### src/rtl/riscv_pkg.sv
// Shared types for the instruction/data memory arbiter.
package riscv_pkg;

    typedef enum logic [1:0] {
        IDLE,
        REQ,
        RESP
    } arb_state_t;

    typedef enum logic {
        OWNER_IF,
        OWNER_DM
    } arb_owner_t;

    // Wide enough for the largest supported abort limit (65535).
    localparam int CountBits = 16;

endpackage

### src/rtl/memory_arbiter.sv
// Two-port (fetch/data) arbiter onto one memory port with a single outstanding
// transaction, alternating priority under contention and an abort timer.
module memory_arbiter
    import riscv_pkg::*;
#(
    parameter int RegBits       = 32,
    parameter int TimeoutCycles = 255
) (
    input  logic                 clk_i,
    input  logic                 rst_i,

    input  logic                 if_req_i,
    input  logic [RegBits-1:0]   if_addr_i,
    output logic                 if_gnt_o,
    output logic                 if_rvalid_o,
    output logic [RegBits-1:0]   if_rdata_o,

    input  logic                 dm_req_i,
    input  logic                 dm_we_i,
    input  logic [RegBits-1:0]   dm_addr_i,
    input  logic [RegBits-1:0]   dm_wdata_i,
    input  logic [RegBits/8-1:0] dm_be_i,
    output logic                 dm_gnt_o,
    output logic                 dm_rvalid_o,
    output logic [RegBits-1:0]   dm_rdata_o,

    output logic                 mem_req_o,
    output logic                 mem_we_o,
    output logic [RegBits-1:0]   mem_addr_o,
    output logic [RegBits-1:0]   mem_wdata_o,
    output logic [RegBits/8-1:0] mem_be_o,
    input  logic                 mem_gnt_i,
    input  logic                 mem_rvalid_i,
    input  logic [RegBits-1:0]   mem_rdata_i,

    output logic                 timeout_o
);

    localparam int BeBits = RegBits / 8;
    localparam logic [CountBits-1:0] TimeoutLimit = CountBits'(TimeoutCycles);
    localparam logic [CountBits-1:0] CountMax     = '1;

    arb_state_t          state, state_next;
    arb_owner_t          owner, prio, winner;
    logic [RegBits-1:0]  lat_addr, lat_wdata;
    logic                lat_we;
    logic [BeBits-1:0]   lat_be;
    logic [CountBits-1:0] count;
    logic                any_req, done, timeout_hit;

    // Arbitration and transaction-end conditions.
    always_comb begin
        any_req = if_req_i | dm_req_i;
        if (if_req_i && dm_req_i) begin
            winner = prio;
        end else if (dm_req_i) begin
            winner = OWNER_DM;
        end else begin
            winner = OWNER_IF;
        end
        done        = (state == RESP) && mem_rvalid_i;
        // Completion beats an abort that lands in the same cycle.
        timeout_hit = (state != IDLE) && (count == TimeoutLimit) && !done;
    end

    // NOTE: state and datapath registers use non-blocking assignments so every
    // flop samples pre-edge values regardless of process evaluation order.
    always_ff @(posedge clk_i) begin
        if (rst_i) begin
            state <= IDLE;
        end else begin
            state <= state_next;
        end
    end

    always_comb begin
        state_next = state;
        case (state)
            IDLE: if (any_req) state_next = REQ;
            REQ: begin
                if (timeout_hit) begin
                    state_next = IDLE;
                end else if (mem_gnt_i) begin
                    state_next = RESP;
                end
            end
            RESP: if (done || timeout_hit) state_next = IDLE;
            default: state_next = IDLE;
        endcase
    end

    // NOTE: every output gets a default first so no path leaves it unassigned,
    // which would otherwise infer a latch.
    always_comb begin
        if_gnt_o    = 1'b0;
        if_rvalid_o = 1'b0;
        if_rdata_o  = '0;
        dm_gnt_o    = 1'b0;
        dm_rvalid_o = 1'b0;
        dm_rdata_o  = '0;
        mem_req_o   = 1'b0;
        mem_we_o    = 1'b0;
        mem_addr_o  = '0;
        mem_wdata_o = '0;
        mem_be_o    = '0;
        timeout_o   = 1'b0;
        // Reset overrides whatever the state register still holds.
        if (!rst_i) begin
            case (state)
                IDLE: begin
                    if (any_req) begin
                        if_gnt_o = (winner == OWNER_IF);
                        dm_gnt_o = (winner == OWNER_DM);
                    end
                end
                REQ: begin
                    mem_req_o   = 1'b1;
                    mem_we_o    = lat_we;
                    mem_addr_o  = lat_addr;
                    mem_wdata_o = lat_wdata;
                    mem_be_o    = lat_be;
                end
                default: ;
            endcase
            timeout_o = timeout_hit;
            if (done || timeout_hit) begin
                if (owner == OWNER_IF) begin
                    if_rvalid_o = 1'b1;
                    if_rdata_o  = done ? mem_rdata_i : '0;
                end else begin
                    dm_rvalid_o = 1'b1;
                    dm_rdata_o  = done ? mem_rdata_i : '0;
                end
            end
        end
    end

    // Latched request fields, priority register and saturating timer.
    always_ff @(posedge clk_i) begin
        if (rst_i) begin
            owner     <= OWNER_IF;
            prio      <= OWNER_DM;
            lat_addr  <= '0;
            lat_wdata <= '0;
            lat_we    <= 1'b0;
            lat_be    <= '0;
            count     <= '0;
        end else if (state == IDLE) begin
            if (any_req) begin
                owner <= winner;
                prio  <= (winner == OWNER_IF) ? OWNER_DM : OWNER_IF;
                count <= '0;
                if (winner == OWNER_IF) begin
                    lat_addr  <= if_addr_i;
                    lat_wdata <= '0;
                    lat_we    <= 1'b0;
                    lat_be    <= '1;
                end else begin
                    lat_addr  <= dm_addr_i;
                    lat_wdata <= dm_wdata_i;
                    lat_we    <= dm_we_i;
                    lat_be    <= dm_be_i;
                end
            end
        end else if (count != CountMax) begin
            count <= count + 1'b1;
        end
    end

endmodule

### config.mk
export PLATFORM = sky130hd
export DESIGN_NAME = memory_arbiter
export DESIGN_NICKNAME = d
export VERILOG_FILES = /design/src/rtl/riscv_pkg.sv /design/src/rtl/memory_arbiter.sv
export SDC_FILE = /design/constraint.sdc
export NUM_CORES = 1
export LEC_CHECK = 0
export CORE_AREA = 2 2 107 109
export DETAILED_ROUTE_END_ITERATION = 16
export DIE_AREA = 0 0 109 111
export GPL_TIMING_DRIVEN = 0
export HOLD_SLACK_MARGIN = 0.1
export PLACE_DENSITY = 0.92
export SETUP_SLACK_MARGIN = 0.3
export SYNTH_ARGS = -nofsm -noshare
export SYNTH_HDL_FRONTEND = slang
export SYNTH_SLANG_ARGS = --single-unit
### constraint.sdc
create_clock -name clk_i -period 4.75 [get_ports clk_i]
set_clock_uncertainty 0.15 [all_clocks]
set_input_delay 1.1875 -clock clk_i [delete_from_list [all_inputs] [get_ports clk_i]]
set_output_delay 1.1875 -clock clk_i [all_outputs]
set_load 0.1 [all_outputs]
==> impl_metrics.yaml <==
setup_path:
  crit_fanout: 10
  end_kind: "output pin"
  cp-start-kind: "input pin"
  critical_path_class: "input pin to output pin"
  ff2ff_path_depth: 6
  arrival_ns: 3.11
  cp.required_ns: 3.41
floorplanning:
  design.core.area_um2: 11100
  die_w_um: 109
  dieArea_um2: 12100
  io_pins: 278
  rows: 39
  initial_core_util_pct: 38.0
  die_h_um: 111
placed_design:
  io_buffers: 277
  post-place-ws_ns: -1.07
  gp_congestion: 0.900
  hpwlAfterDp_um: 12700
sta:
  setup_violations: 0
  max_freq_mhz: 225
  setup_ws_ns: 0.307
  rsz0062_at_grt: "yes"
  post-route-period-util_pct: 93.5
  slew_headroom_pct: 26.1
  setup_tns_ns: 0
  finalCriticalPeriod_ns: 4.44
  worst-slew-pin-transition_ns: 1.10
  hold_viol: 0
  slew_viol_final: 0
finish:
  area_growth_pct: 71.4
  final_common_cell: "clkdlybuf4s50_1"
  layout-drive-gt1-share_pct: 24.3
  register_area_um2: 1780
  nFillCells: 922
  multi_input_area_um2: 2230
  nets: 904
  layout_common_cells: "clkdlybuf4s50_1 (138), and2_1 (137), buf_4 (122)"
global_route:
  grtUsageTotal_pct: 26.4
  grt.overflow.total: 0
  grt_pass1_vias: 4785
  grt_pass1_wl_um: 24700
  grt_start_max_net_pins: 16
  antenna_found_initial: 1
logic_synthesis:
  synthMuxAreaShare_pct: 0.238
  synth_compound_area_share_pct: 18.4
  synth-simple-area-share_pct: 31.1
  yosysWarnings: 0
  synth-edff-count: 0
  syn_avg_cell_area_um2: 8.88
  synth-async-reset-ratio_pct: 0
  synth-seq-area-share_pct: 42.3
  synth_cells: 474
  synth_top_family_by_area: "simple AND/OR/NAND/NOR gates"
  syn_nets: 614
  synth_ff_type: "dfxtp_1"
  synth_xor_area_share_pct: 2.29
  synth_area_um2: 4210
  synth_seq_cells: 89
  synth_fa_ha_area_share_pct: 0.297
  synth_cell_types: 41
route:
  drc: 0
  wl_per_cell_um: 18.1
  num_vias: 4830
  drt-total-wl_um: 16500
  drt_first_iter_violations: 514
  drtAntennaViolNets: 0
  drt_pre_antenna_iters: 6
  vias_per_cell: 5.29
power:
  vdd_drop_max_v: 0.000177
  p_leak_nw: 3.30
  p_per_area_nw_per_um2: 286
clocking:
  clkSlewWorstSetupHoldPaths_ns: 0.07
  clockBufferDepth: 2
  numCtsBuffers: 9
  clkSinkCount: 89
  htreeDepth: 3
  cts_root_buf: "clkbuf_16"
  clk_latency_ns: 0.34
  cts_hold_buffers: 0
  cts_tree: "yes"
flow_run:
  maxCapViolCount: 0
min_path:
  hold_class: "flip-flop to flip-flop"
  hold_depth: 2
status:
  status: "complete, no violations"
synth_stat cells (4+ instances only):
library cell | instances | share of area [%]
a21oi_1 | 7 | 0.83
a222oi_1 | 32 | 7.6
a22o_1 | 33 | 6.9
and2_1 | 137 | 20
and3_1 | 6 | 0.89
buf_2 | 7 | 0.83
clkbuf_1 | 26 | 2.3
dfxtp_1 | 89 | 42
inv_1 | 22 | 2.0
nand2_1 | 7 | 0.62
nand3_1 | 5 | 0.59
nor2_1 | 41 | 3.7
nor3_1 | 10 | 1.2
nor4_1 | 4 | 0.59
o21ai_0 | 4 | 0.48
xnor2_1 | 6 | 1.2
xor2_1 | 5 | 1.0
per-stage QoR:
step,area (um2),utilization [%],hold slack (ns),power (W),cells
4_1_cts,7180,64.8,0.311,0.00206,910
6_report,7210,65.1,0.310,0.00206,913
2_1_floorplan,4210,-,0.274,0.00110,474
3_5_place_dp,7170,64.7,0.296,0.00131,894
3_3_place_gp,7170,64.7,0.286,0.00130,894
5_1_grt,7210,65.1,0.321,0.00214,913
path summary, 6_finish.rpt:
kind | start | end | slack, ns
max | if_req_i | dm_gnt_o | 0.31
min | lat_addr[10] | lat_addr[10] | 0.31
max reg2reg | state[0] | lat_addr[24] | 2.42
min reg2reg | lat_addr[10] | lat_addr[10] | 0.31
layout make-up:
type	count	area share, %
Clock inverter	6	1.25
Multi-Input combinational cell	329	31.0
Timing Repair Buffer	279	34.0
Inverter	22	1.14
Tap cell	143	2.48
Clock buffer	10	3.17
Buffer	34	2.24
Antenna cell	1	0.0347
Sequential cell	89	24.7
timing repair:
| action | CTS | global route |
|---|---|---|
| pin swaps | 0 | 1 |
| setup endpoints to repair | 139 | 131 |
| buffers inserted | 0 | 2 |
| resized for setup | 807 | 31 |
where the power goes:
part	switching, W	internal, W
Combinational	0.000270	0.000193
Clock	0.000299	0.000463
Sequential	0.0000301	0.000805
flip-flops by register name, summed over array words and instances (netlist names):
register / flops
lat_be: 4
owner: 1
lat_we: 1
lat_wdata: 32
prio: 1
count: 16
lat_addr: 32
state: 2
worst max-delay path, stage by stage:
cell	delay [ns]
clkdlybuf4s50_1	0.46
nand2b_1	0.12
nand3_1	0.27
nor2_2	0.42
buf_2	0.30
buf_4	0.33
kinds of logic (layout without fill, tap and decap cells):
| kind of cell | Yosys count | after routing |
|---|---|---|
| simple gates | 227 | 227 |
| flops | 89 | 89 |
| xor+xnor | 11 | 11 |
| buf+inv | 56 | 351 |
| mux | 1 | 1 |
| fa+ha+maj | 1 | 1 |
| other cells | 0 | 1 |
| compound gates | 89 | 89 |
metal layers:
layer  GRT usage [%]  routed length, um  vias to the layer above  part of all wire [%]
met3            7.00               1690                       33                    10
met2            46.3               8070                      288                    49
met1            29.0               6210                     2257                    38
met5               0                  0                        -                     0
li1                -                  -                     2252                     -
met4            12.7                532                        0                   3.2
No activity file was read; power rests on OpenSTA's default activity.
